--- config.mk ---
export PLATFORM = sky130hd
export DESIGN_NAME = cic_interpolate_mc_flat
export DESIGN_NICKNAME = d
export VERILOG_FILES = /design/src/rtl/cic_interpolate_mc_if.sv /design/src/rtl/cic_interpolate_mc.sv /design/src/flat_wrapper.sv
export SDC_FILE = /design/constraint.sdc
export NUM_CORES = 2
export LEC_CHECK = 0
export ABC_AREA = 1
export BUFFER_PORTS_ARGS = -buffer_cell sky130_fd_sc_hd__buf_2
export CAP_MARGIN = 20
export CORE_MARGIN = 2
export CORE_UTILIZATION = 45
export CTS_BUF_LIST = sky130_fd_sc_hd__clkbuf_8
export DETAILED_ROUTE_END_ITERATION = 10
export SLEW_MARGIN = 0
export SYNTH_ARGS = -nofsm -noshare
export SYNTH_HDL_FRONTEND = slang
export SYNTH_SLANG_ARGS = --single-unit
--- constraint.sdc ---
create_clock -name clk_i -period 14.8 [get_ports clk_i]
set_input_delay 0 -clock clk_i [delete_from_list [all_inputs] [get_ports clk_i]]
set_output_delay 0 -clock clk_i [all_outputs]
set_load 0.005 [all_outputs]
--- src/rtl/cic_interpolate_mc_if.sv ---
// rtl/cic_interpolate_mc_if.sv - input/output sample streams of the multi-channel CIC interpolator
// master drives input samples and output backpressure; slave is the filter.
interface cic_interpolate_mc_if #(
  parameter int DATA_WIDTH = 16,
  parameter int NUM_CH     = 2
);
  logic [NUM_CH*DATA_WIDTH-1:0] in_tdata;
  logic                         in_tvalid;
  logic                         in_tready;
  logic [NUM_CH*DATA_WIDTH-1:0] out_tdata;
  logic                         out_tvalid;
  logic                         out_tready;
  logic                         out_tlast;

  modport master (
    output in_tdata, in_tvalid, out_tready,
    input  in_tready, out_tdata, out_tvalid, out_tlast
  );

  modport slave (
    input  in_tdata, in_tvalid, out_tready,
    output in_tready, out_tdata, out_tvalid, out_tlast
  );
endinterface

--- src/rtl/cic_interpolate_mc.sv ---
// rtl/cic_interpolate_mc.sv - NUM_CH-channel CIC interpolator, N stages, runtime rate 1..MAX_RATE
// One shared control path; combs run at the input rate, integrators once per output beat.
module cic_interpolate_mc #(
  parameter int  DATA_WIDTH = 16,
  parameter int  NUM_CH     = 2,
  parameter int  N          = 4,
  parameter int  MAX_RATE   = 128,
  localparam int RW         = $clog2(MAX_RATE + 1)
) (
  input  logic                clk_i,
  input  logic                reset_n_i,
  input  logic                clear_i,
  input  logic                rate_stb_i,
  input  logic [RW-1:0]       rate_i,
  cic_interpolate_mc_if.slave s_if
);
  localparam int ACC_WIDTH = DATA_WIDTH + N + (N - 1) * $clog2(MAX_RATE);
  localparam int SW        = 8;
  localparam logic [SW-1:0] NM1 = SW'(N - 1);

  typedef enum logic {IDLE, RUN} state_t;
  typedef logic signed [ACC_WIDTH-1:0] acc_t;

  state_t                       state_q;
  logic [RW-1:0]                active_q, pending_q, cnt_q;
  logic                         first_q;
  acc_t                         dly_q   [NUM_CH][N];
  acc_t                         integ_q [NUM_CH][N];
  acc_t                         comb_q  [NUM_CH];
  logic [NUM_CH*DATA_WIDTH-1:0] out_tdata_q;
  logic                         out_tvalid_q, out_tlast_q;

  acc_t                         comb_x  [NUM_CH][N+1];
  acc_t                         integ_d [NUM_CH][N];
  logic [NUM_CH*DATA_WIDTH-1:0] out_tdata_d;
  logic [RW-1:0]                rate_clamped, rate_next;
  logic [SW-1:0]                shift_amt;
  logic                         advance, accept, rate_change;

  function automatic logic [SW-1:0] ceil_log2(input logic [RW-1:0] r);
    logic [SW-1:0] res;
    res = '0;
    for (int i = 0; i < RW; i++) begin
      if (r > (RW'(1) << i)) res = SW'(i + 1);
    end
    return res;
  endfunction

  assign rate_clamped = (rate_i == '0) ? RW'(1) :
                        (rate_i > RW'(MAX_RATE)) ? RW'(MAX_RATE) : rate_i;
  assign rate_change  = (pending_q != active_q);
  assign rate_next    = rate_change ? pending_q : active_q;
  assign shift_amt    = NM1 * ceil_log2(active_q);

  // in_tready depends on out_tready so a new sample can follow the last beat without a bubble
  assign advance        = (state_q == RUN) && (!out_tvalid_q || s_if.out_tready);
  assign s_if.in_tready = reset_n_i && !clear_i &&
                          ((state_q == IDLE) || (advance && (cnt_q == '0)));
  assign accept         = s_if.in_tvalid && s_if.in_tready;

  assign s_if.out_tdata  = out_tdata_q;
  assign s_if.out_tvalid = out_tvalid_q;
  assign s_if.out_tlast  = out_tlast_q;

  // A rate change restarts the filter, so the combs see zeroed delays for that sample
  always_comb begin
    out_tdata_d = '0;
    for (int c = 0; c < NUM_CH; c++) begin
      comb_x[c][0] = {{(ACC_WIDTH-DATA_WIDTH){s_if.in_tdata[c*DATA_WIDTH+DATA_WIDTH-1]}},
                      s_if.in_tdata[c*DATA_WIDTH +: DATA_WIDTH]};
      for (int k = 0; k < N; k++) begin
        comb_x[c][k+1] = comb_x[c][k] - (rate_change ? acc_t'(0) : dly_q[c][k]);
      end
      integ_d[c][0] = integ_q[c][0] + (first_q ? comb_q[c] : acc_t'(0));
      for (int k = 1; k < N; k++) begin
        integ_d[c][k] = integ_q[c][k] + integ_d[c][k-1];
      end
      out_tdata_d[c*DATA_WIDTH +: DATA_WIDTH] = DATA_WIDTH'(integ_d[c][N-1] >>> shift_amt);
    end
  end

  always_ff @(posedge clk_i or negedge reset_n_i) begin
    if (!reset_n_i) begin
      state_q      <= IDLE;
      active_q     <= RW'(1);
      pending_q    <= RW'(1);
      cnt_q        <= '0;
      first_q      <= 1'b0;
      out_tdata_q  <= '0;
      out_tvalid_q <= 1'b0;
      out_tlast_q  <= 1'b0;
      for (int c = 0; c < NUM_CH; c++) begin
        comb_q[c] <= '0;
        for (int k = 0; k < N; k++) begin
          dly_q[c][k]   <= '0;
          integ_q[c][k] <= '0;
        end
      end
    end else begin
      if (rate_stb_i) pending_q <= rate_clamped;
      if (clear_i) begin
        state_q      <= IDLE;
        cnt_q        <= '0;
        first_q      <= 1'b0;
        out_tvalid_q <= 1'b0;
        out_tlast_q  <= 1'b0;
        for (int c = 0; c < NUM_CH; c++) begin
          comb_q[c] <= '0;
          for (int k = 0; k < N; k++) begin
            dly_q[c][k]   <= '0;
            integ_q[c][k] <= '0;
          end
        end
      end else begin
        if (advance) begin
          for (int c = 0; c < NUM_CH; c++) begin
            for (int k = 0; k < N; k++) integ_q[c][k] <= integ_d[c][k];
          end
          out_tdata_q  <= out_tdata_d;
          out_tvalid_q <= 1'b1;
          out_tlast_q  <= (cnt_q == '0);
          cnt_q        <= cnt_q - 1'b1;
          first_q      <= 1'b0;
          if (cnt_q == '0) state_q <= IDLE;
        end else if (s_if.out_tready) begin
          out_tvalid_q <= 1'b0;
        end
        // The final beat of the old burst is already registered above before state is wiped
        if (accept) begin
          if (rate_change) begin
            active_q <= pending_q;
            for (int c = 0; c < NUM_CH; c++) begin
              for (int k = 0; k < N; k++) integ_q[c][k] <= '0;
            end
          end
          for (int c = 0; c < NUM_CH; c++) begin
            comb_q[c] <= comb_x[c][N];
            for (int k = 0; k < N; k++) dly_q[c][k] <= comb_x[c][k];
          end
          cnt_q   <= rate_next - 1'b1;
          first_q <= 1'b1;
          state_q <= RUN;
        end
      end
    end
  end
endmodule

--- src/flat_wrapper.sv ---
// flat-port wrapper written by rule: the top's interface ports become plain ports
module cic_interpolate_mc_flat 
#(
  parameter int  DATA_WIDTH = 16,
  parameter int  NUM_CH     = 2,
  parameter int  N          = 4,
  parameter int  MAX_RATE   = 128,
  localparam int RW         = $clog2(MAX_RATE + 1)
)
  (clk_i, reset_n_i, clear_i, rate_stb_i, rate_i, s_if_in_tdata, s_if_in_tvalid, s_if_out_tready, s_if_in_tready, s_if_out_tdata, s_if_out_tvalid, s_if_out_tlast);
  cic_interpolate_mc_if #(.DATA_WIDTH(DATA_WIDTH), .NUM_CH(NUM_CH)) s_if_i ();
  input  logic clk_i;
  input  logic reset_n_i;
  input  logic clear_i;
  input  logic rate_stb_i;
  input  logic [RW-1:0] rate_i;
  input wire logic [$bits(s_if_i.in_tdata)-1:0] s_if_in_tdata;
  input wire logic [$bits(s_if_i.in_tvalid)-1:0] s_if_in_tvalid;
  input wire logic [$bits(s_if_i.out_tready)-1:0] s_if_out_tready;
  output wire logic [$bits(s_if_i.in_tready)-1:0] s_if_in_tready;
  output wire logic [$bits(s_if_i.out_tdata)-1:0] s_if_out_tdata;
  output wire logic [$bits(s_if_i.out_tvalid)-1:0] s_if_out_tvalid;
  output wire logic [$bits(s_if_i.out_tlast)-1:0] s_if_out_tlast;
  assign s_if_i.in_tdata = s_if_in_tdata;
  assign s_if_i.in_tvalid = s_if_in_tvalid;
  assign s_if_i.out_tready = s_if_out_tready;
  assign s_if_in_tready = s_if_i.in_tready;
  assign s_if_out_tdata = s_if_i.out_tdata;
  assign s_if_out_tvalid = s_if_i.out_tvalid;
  assign s_if_out_tlast = s_if_i.out_tlast;
  cic_interpolate_mc #(.DATA_WIDTH(DATA_WIDTH), .NUM_CH(NUM_CH), .N(N), .MAX_RATE(MAX_RATE)) u_core (.clk_i(clk_i), .reset_n_i(reset_n_i), .clear_i(clear_i), .rate_stb_i(rate_stb_i), .rate_i(rate_i), .s_if(s_if_i));
endmodule
# After elaboration in Yosys (flattened, before gate mapping)
# Cells that the tools add are included.
[totals]
latchBits = 0
rom_bits = 0
output_inout_bits = 35
inputBits = 46
register_bits = 798
n_memories = 0
ram_bits = 0
wordCells = 122
[op_classes]
mux = 44
div_mod_pow = 0
multipliers = 1
n_eq_ne = 1
bitwise = 2
n_addsub = 18
shift = 2
magnitude_cmp = 9
reduce_logical = 19
[op_table]
columns = ["operator", "count"]
rows = [
  ["328-bit two-way mux", 6],
  ["41-bit two-way mux", 10],
  ["41-bit adder", 8],
  ["41-bit subtractor", 6],
  ["82-bit two-way mux", 2],
  ["8-bit two-way mux", 13],
  ["41-bit by 8-bit >>> shifter with 16-bit output", 2],
  ["16-bit by 41-bit subtractor with 41-bit output", 2],
  ["8-bit > comparator (second input constant)", 2],
  ["8-bit logical NOT", 2],
  ["8-bit by 1-bit subtractor with 8-bit output (second input constant)", 2],
  ["1-bit two-way mux", 13],
  ["3-bit nonzero test", 3],
  ["8-bit by 1-bit > comparator with 1-bit output (second input constant)", 1],
  ["8-bit by 2-bit > comparator with 1-bit output (second input constant)", 1],
  ["8-bit by 3-bit > comparator with 1-bit output (second input constant)", 1],
  ["8-bit by 4-bit > comparator with 1-bit output (second input constant)", 1],
  ["8-bit by 5-bit > comparator with 1-bit output (second input constant)", 1],
  ["8-bit by 6-bit > comparator with 1-bit output (second input constant)", 1],
  ["8-bit by 7-bit > comparator with 1-bit output (second input constant)", 1],
  ["2-bit by 8-bit multiplier with 8-bit output (first input constant)", 1],
  ["8-bit inequality test", 1],
  ["2-bit AND reduction", 3],
  ["1-bit logical AND", 5],
  ["other kinds (4)", 8],
]

# Logic depth before layout (Yosys ltp)
[logic_depth]
depth_word = 11
depth_mapped = 64
mapped_depth_nobuf = 62

# Least setup slack after synthesis
# OpenSTA, ideal clock, no wires.
[synth_timing]
path_kind = "flip-flop to flip-flop"
start = "register u_core.active_q[3]"
end = "register u_core.comb_q[40] (netlist name)"
path_buffers = 2
required_ps = 14682
t_arrival_ps = 7916
slack_ps = 6766
setup_ps = 118
synth_period_minus_slack_ps = 8034
path_stages_with_launch = 57
cell_sequence = "dfrtp_1 > xor2_1 > nor4_1 > nand2_1 > inv_1 > clkbuf_1 > clkbuf_1 > nand2_1 > ha_1 > nand2_1 > o21ai_1 > a21oi_1 > o21bai_1 > nand2_1 > nand2_1 > a21oi_1 > o21ai_2 > a21boi_1 > [21 not listed] > nand2_1 > o211ai_1 > nand3_1 > nand2_1 > xor2_1 > ha_1 > nand2_1 > nor2_1 > nand2_1 > nor3_1 > nand3_1 > o2111ai_1 > nand2_1 > o211ai_1 > xnor2_1 > nand3_1 > nand3_1 > nand2_1"
[synth_via]
elab_chain_cells = 8
elab_cells_between_ends = 11
classes_between = "4 x add/sub; 1 x eq/ne; 6 x mux"
[synth_rtl]
columns = ["element", "line_no", "source"]
rows = [
  ["start: declaration", "cic_interpolate_mc.sv:25", "logic [RW-1:0] active_q, pending_q, cnt_q;"],
  ["start signal: assignment", "cic_interpolate_mc.sv:131", "active_q <= pending_q;"],
  ["8-bit inequality test (*)", "cic_interpolate_mc.sv:51", "assign rate_change = (pending_q != active_q);"],
  ["41-bit two-way mux", "cic_interpolate_mc.sv:72", "comb_x[c][k+1] = comb_x[c][k] - (rate_change ? acc_t'(0) : dly_q[c][k]);"],
  ["16-bit by 41-bit subtractor with 41-bit output", "cic_interpolate_mc.sv:72", ""],
  ["41-bit subtractor (2 in a row)", "cic_interpolate_mc.sv:72", ""],
  ["41-bit subtractor (*)", "cic_interpolate_mc.sv:72", ""],
  ["82-bit two-way mux (*)", "cic_interpolate_mc.sv:129", "if (accept) begin"],
  ["82-bit two-way mux (*)", "cic_interpolate_mc.sv:101", "if (clear_i) begin"],
  ["end signal: indexed assignment", "cic_interpolate_mc.sv:137", "comb_q[c] <= comb_x[c][N];"],
  ["end: declaration", "cic_interpolate_mc.sv:29", "acc_t comb_q [NUM_CH];"],
]
# Mark *: on every way between the ends. The rest lies on a longest branch, timed or not. The select of a mux whose other input is x is not followed.
# A chain may end at the register's enable or synchronous reset.

# Worst setup path in the final report
[layout_timing]
start = "register u_core.active_q[0]"
end = "register u_core.comb_q[40] (netlist name)"
# Same word-level chain as after synthesis.

==> impl_metrics.env <==
export IMPL_drive_gt1_share_pct=6.78
export IMPL_fmax_ghz=0.0958
export IMPL_maxCapViolCount=0
export IMPL_cts_buffers=150
export IMPL_ys_warn_count=0
export IMPL_cp_max_fo=191
export IMPL_status="completed"
export IMPL_pwr_share_seq_pct=20.9
export IMPL_start_util_pct=45.4
export IMPL_final_cells=11539
export IMPL_hold_viol=0
export IMPL_drt_iter0_drc=3766
export IMPL_critPathSlowestCell="inv_8"
export IMPL_internal_power_mw=6.04
export IMPL_setup_viol=0
export IMPL_fp_dieH_um=388
export IMPL_clock_sinks=748
export IMPL_clockBufferDepth=3
export IMPL_ir_worst_vdd_uv=176
export IMPL_syn_cell_area_um2=66400
export IMPL_die_area_um2=151000
export IMPL_root_buffer="clkbuf_8"
export IMPL_gp_congestion=0.952
export IMPL_slew_violations=0
export IMPL_dpl_hpwl_um=143000
export IMPL_ant_nets=0
export IMPL_crit_required_ns=15.57
export IMPL_fp_row_count=140
export IMPL_vias=62000
export IMPL_postCtsSetupBuffers=0
export IMPL_overflow=0
export IMPL_clkTransAtPathRegs_ns=0.06
export IMPL_p_switching_mw=5.99
export IMPL_relSlewSlack_pct=29.2
export IMPL_netlist_area_leader_share_pct=28.1
export IMPL_post_route_period_util_pct=70.5
export IMPL_yosysTopAreaCell="dfrtp_1"
export IMPL_dp_cells=11159
export IMPL_dr_pass1_iters=6
export IMPL_place_area_um2=68300
export IMPL_synth_top_flop_cell="dfrtp_1"
export IMPL_critPathCaptureType="flop"
export IMPL_grt_max_degree=192
export IMPL_syn_avg_cell_area_um2=7.04
export IMPL_synth_cells=9436
export IMPL_synth_cell_type_count=82
export IMPL_rr_worst_depth=55
export IMPL_grt_pass1_wl_um=316000
export IMPL_cpMostUsedCell="nand2_1"
export IMPL_clockPowerShare_pct=20.2
export IMPL_avgRoutedWirePerCell_um=16.7
export IMPL_min_period_ns=10.44
export IMPL_nets=10167
export IMPL_viasPerCell=5.37
export IMPL_htree_num_levels=4
export IMPL_synth_edf_count=0
export IMPL_io_buffer_count=80
export IMPL_min_path_cells=4
export IMPL_grt_total_usage_pct=25.2
export IMPL_ctsHoldBuffers=104
export IMPL_cpPeakStageDelay_ns=0.76
export IMPL_r2r_end="u_core.comb_q[40]"
export IMPL_tritoncts="yes"
export IMPL_power_leakage_nw=38.0
export IMPL_critPathKind="flop to flop"
export IMPL_fin_skew_ns=0.0494
export IMPL_grt_setup_unrepaired="false"
export IMPL_r2r_start="u_core.active_q[0]"
export IMPL_first_global_vias=61266
export IMPL_coreArea_um2=146000
export IMPL_power_density_cell_area_nw_per_um2=165
export IMPL_ys_ff_latch=748
export IMPL_hp_class="primary input to flop"
export IMPL_syn_nets=10102
export IMPL_route_detailed_drc=0
export IMPL_syn_to_final_growth_pct=9.65
export IMPL_netSwitchingFraction_pct=49.8
export IMPL_cts_resized=0
export IMPL_final_common_cell="nand2_1"
export IMPL_ioPinCount=81
export IMPL_fin_area_um2=72800
export IMPL_power_frac_comb_pct=58.9
export IMPL_min_to="u_core.dly_q[261]"
export IMPL_drt_total_wl_um=193000
export IMPL_finalSetupTns_ns=0
export IMPL_r2r_setup_slack_ns=4.36
export IMPL_synth_area_leaders="dfrtp_1, nand2_1, ha_1, inv_1, a21oi_1"
export IMPL_clkLatencyLatePin_ns=0.92
export IMPL_die_x_um=388
export IMPL_critPathArrivalTime_ns=11.21
export IMPL_final_cell_mix="nand2_1, inv_1, nor2_1"
export IMPL_synth_seq_area_share_pct=28.2
export IMPL_crit_path_start_kind="flop"
export IMPL_ys_async_sr_fraction_pct=100
export IMPL_antenna_found_initial=4
export IMPL_worstHoldStart="s_if_in_tdata[15]"
export IMPL_tightestPinTransition_ns=1.06
==> state kept, by name (all words and copies together) (netlist names) <==
register and flops:
u_core.dly_q 278, u_core.s_if.out_tvalid 1, u_core.s_if.out_tdata 32, u_core.state_q 1, u_core.active_q 8, u_core.comb_q 82
u_core.s_if.out_tlast 1, u_core.integ_q 328, u_core.pending_q 8, u_core.cnt_q 8, u_core.first_q 1
==> worst max-delay path by stage <==
| stage | from | endpoint | slack, ns | cells after the start |
|---|---|---|---|---|
| 6_report | u_core.active_q[0] | u_core.comb_q[40] | 4.36 | 55 |
| 4_1_cts | u_core.active_q[0] | u_core.comb_q[40] | 4.29 | 55 |
| 5_1_grt | u_core.active_q[0] | u_core.comb_q[40] | 3.41 | 58 |
| 3_5_place_dp | u_core.active_q[0] | u_core.comb_q[40] | 4.36 | 55 |
| 3_3_place_gp | u_core.active_q[0] | u_core.comb_q[40] | 4.43 | 58 |
| 2_1_floorplan | u_core.active_q[3] | u_core.comb_q[40] | 6.77 | 56 |
==> metrics by stage <==
step	power, mW	hold slack (ns)	worst slack, ns	utilization [%]
CTS	12.0	0.0103	4.29	49.8
global route	13.1	0.130	3.41	49.8
finish	12.0	0.103	4.36	49.8
detailed placement	9.53	-0.00770	4.36	46.7
global placement	9.49	-0.0180	4.43	46.7
floorplan	7.77	-0.296	6.77	-
==> worst max-delay path, delay by kind of cell (launching register included) <==
kind | cells | cell delay (ns)
and+or+nand+nor | 23 | 2.62
buffers and inverters | 7 | 1.40
AOI/OAI and AO/OA | 17 | 3.34
DFF | 1 | 0.58
adders and majority gates | 4 | 1.40
xor gates and xnor gates | 4 | 0.83
==> synth_stat cells, types with 40 or more instances <==
library cell  count
xnor2_1         171
o21ai_1         120
clkbuf_1        250
nor3_1           65
a21oi_2          40
o211ai_1         95
a21oi_1         777
a22o_1          176
o21ai_2          50
dfrtp_1         746
nand3_1         397
inv_1          1075
ha_1            599
xor2_1          337
nor2_1          984
o31ai_1          42
o21a_1           41
a31oi_1          84
nand2_1        2161
a21o_1           60
o21ai_0         630
==> power groups by stage <==
stage / Combinational (mW) / Clock, mW / Sequential, mW
finish: 7.09 / 2.43 / 2.51
CTS: 7.04 / 2.50 / 2.51
global placement: 6.96 / 0 / 2.53
global route: 7.97 / 2.59 / 2.54
floorplan: 5.32 / 0 / 2.46
detailed placement: 6.99 / 0 / 2.54
==> per-layer routing <==
metal / vias to the layer above / track usage (%) / wire [um]
met5: - / 0 / 0
met4: 0 / 8.36 / 6050
met3: 331 / 2.87 / 6890
met2: 1164 / 42.6 / 89500
met1: 28921 / 33.5 / 90200
li1: 31584 / - / -
==> final cells by class <==
type | instances | area [um^2]
tap | 1917 | 2400
multi-input combinational | 7268 | 42200
timing repair buffer | 229 | 1890
inverter | 1104 | 4180
clock buffer | 181 | 2490
sequential | 748 | 18700
antenna | 2 | 5.00
clock inverter | 90 | 896
fill | 14795 | 73300
==> logic make-up after synthesis <==
kind of cell / Yosys count / synth area share, %
AO/OA/AOI/OAI: 2303 / 21.0
XOR/XNOR: 510 / 6.75
adder cells (fa/ha/maj): 620 / 11.9
buffers and inverters: 1420 / 8.27
flip-flops: 748 / 28.2
multiplexers: 5 / 0.0754
AND/OR/NAND/NOR: 3830 / 23.8
Note: power is estimated with default switching activity, not from simulation.
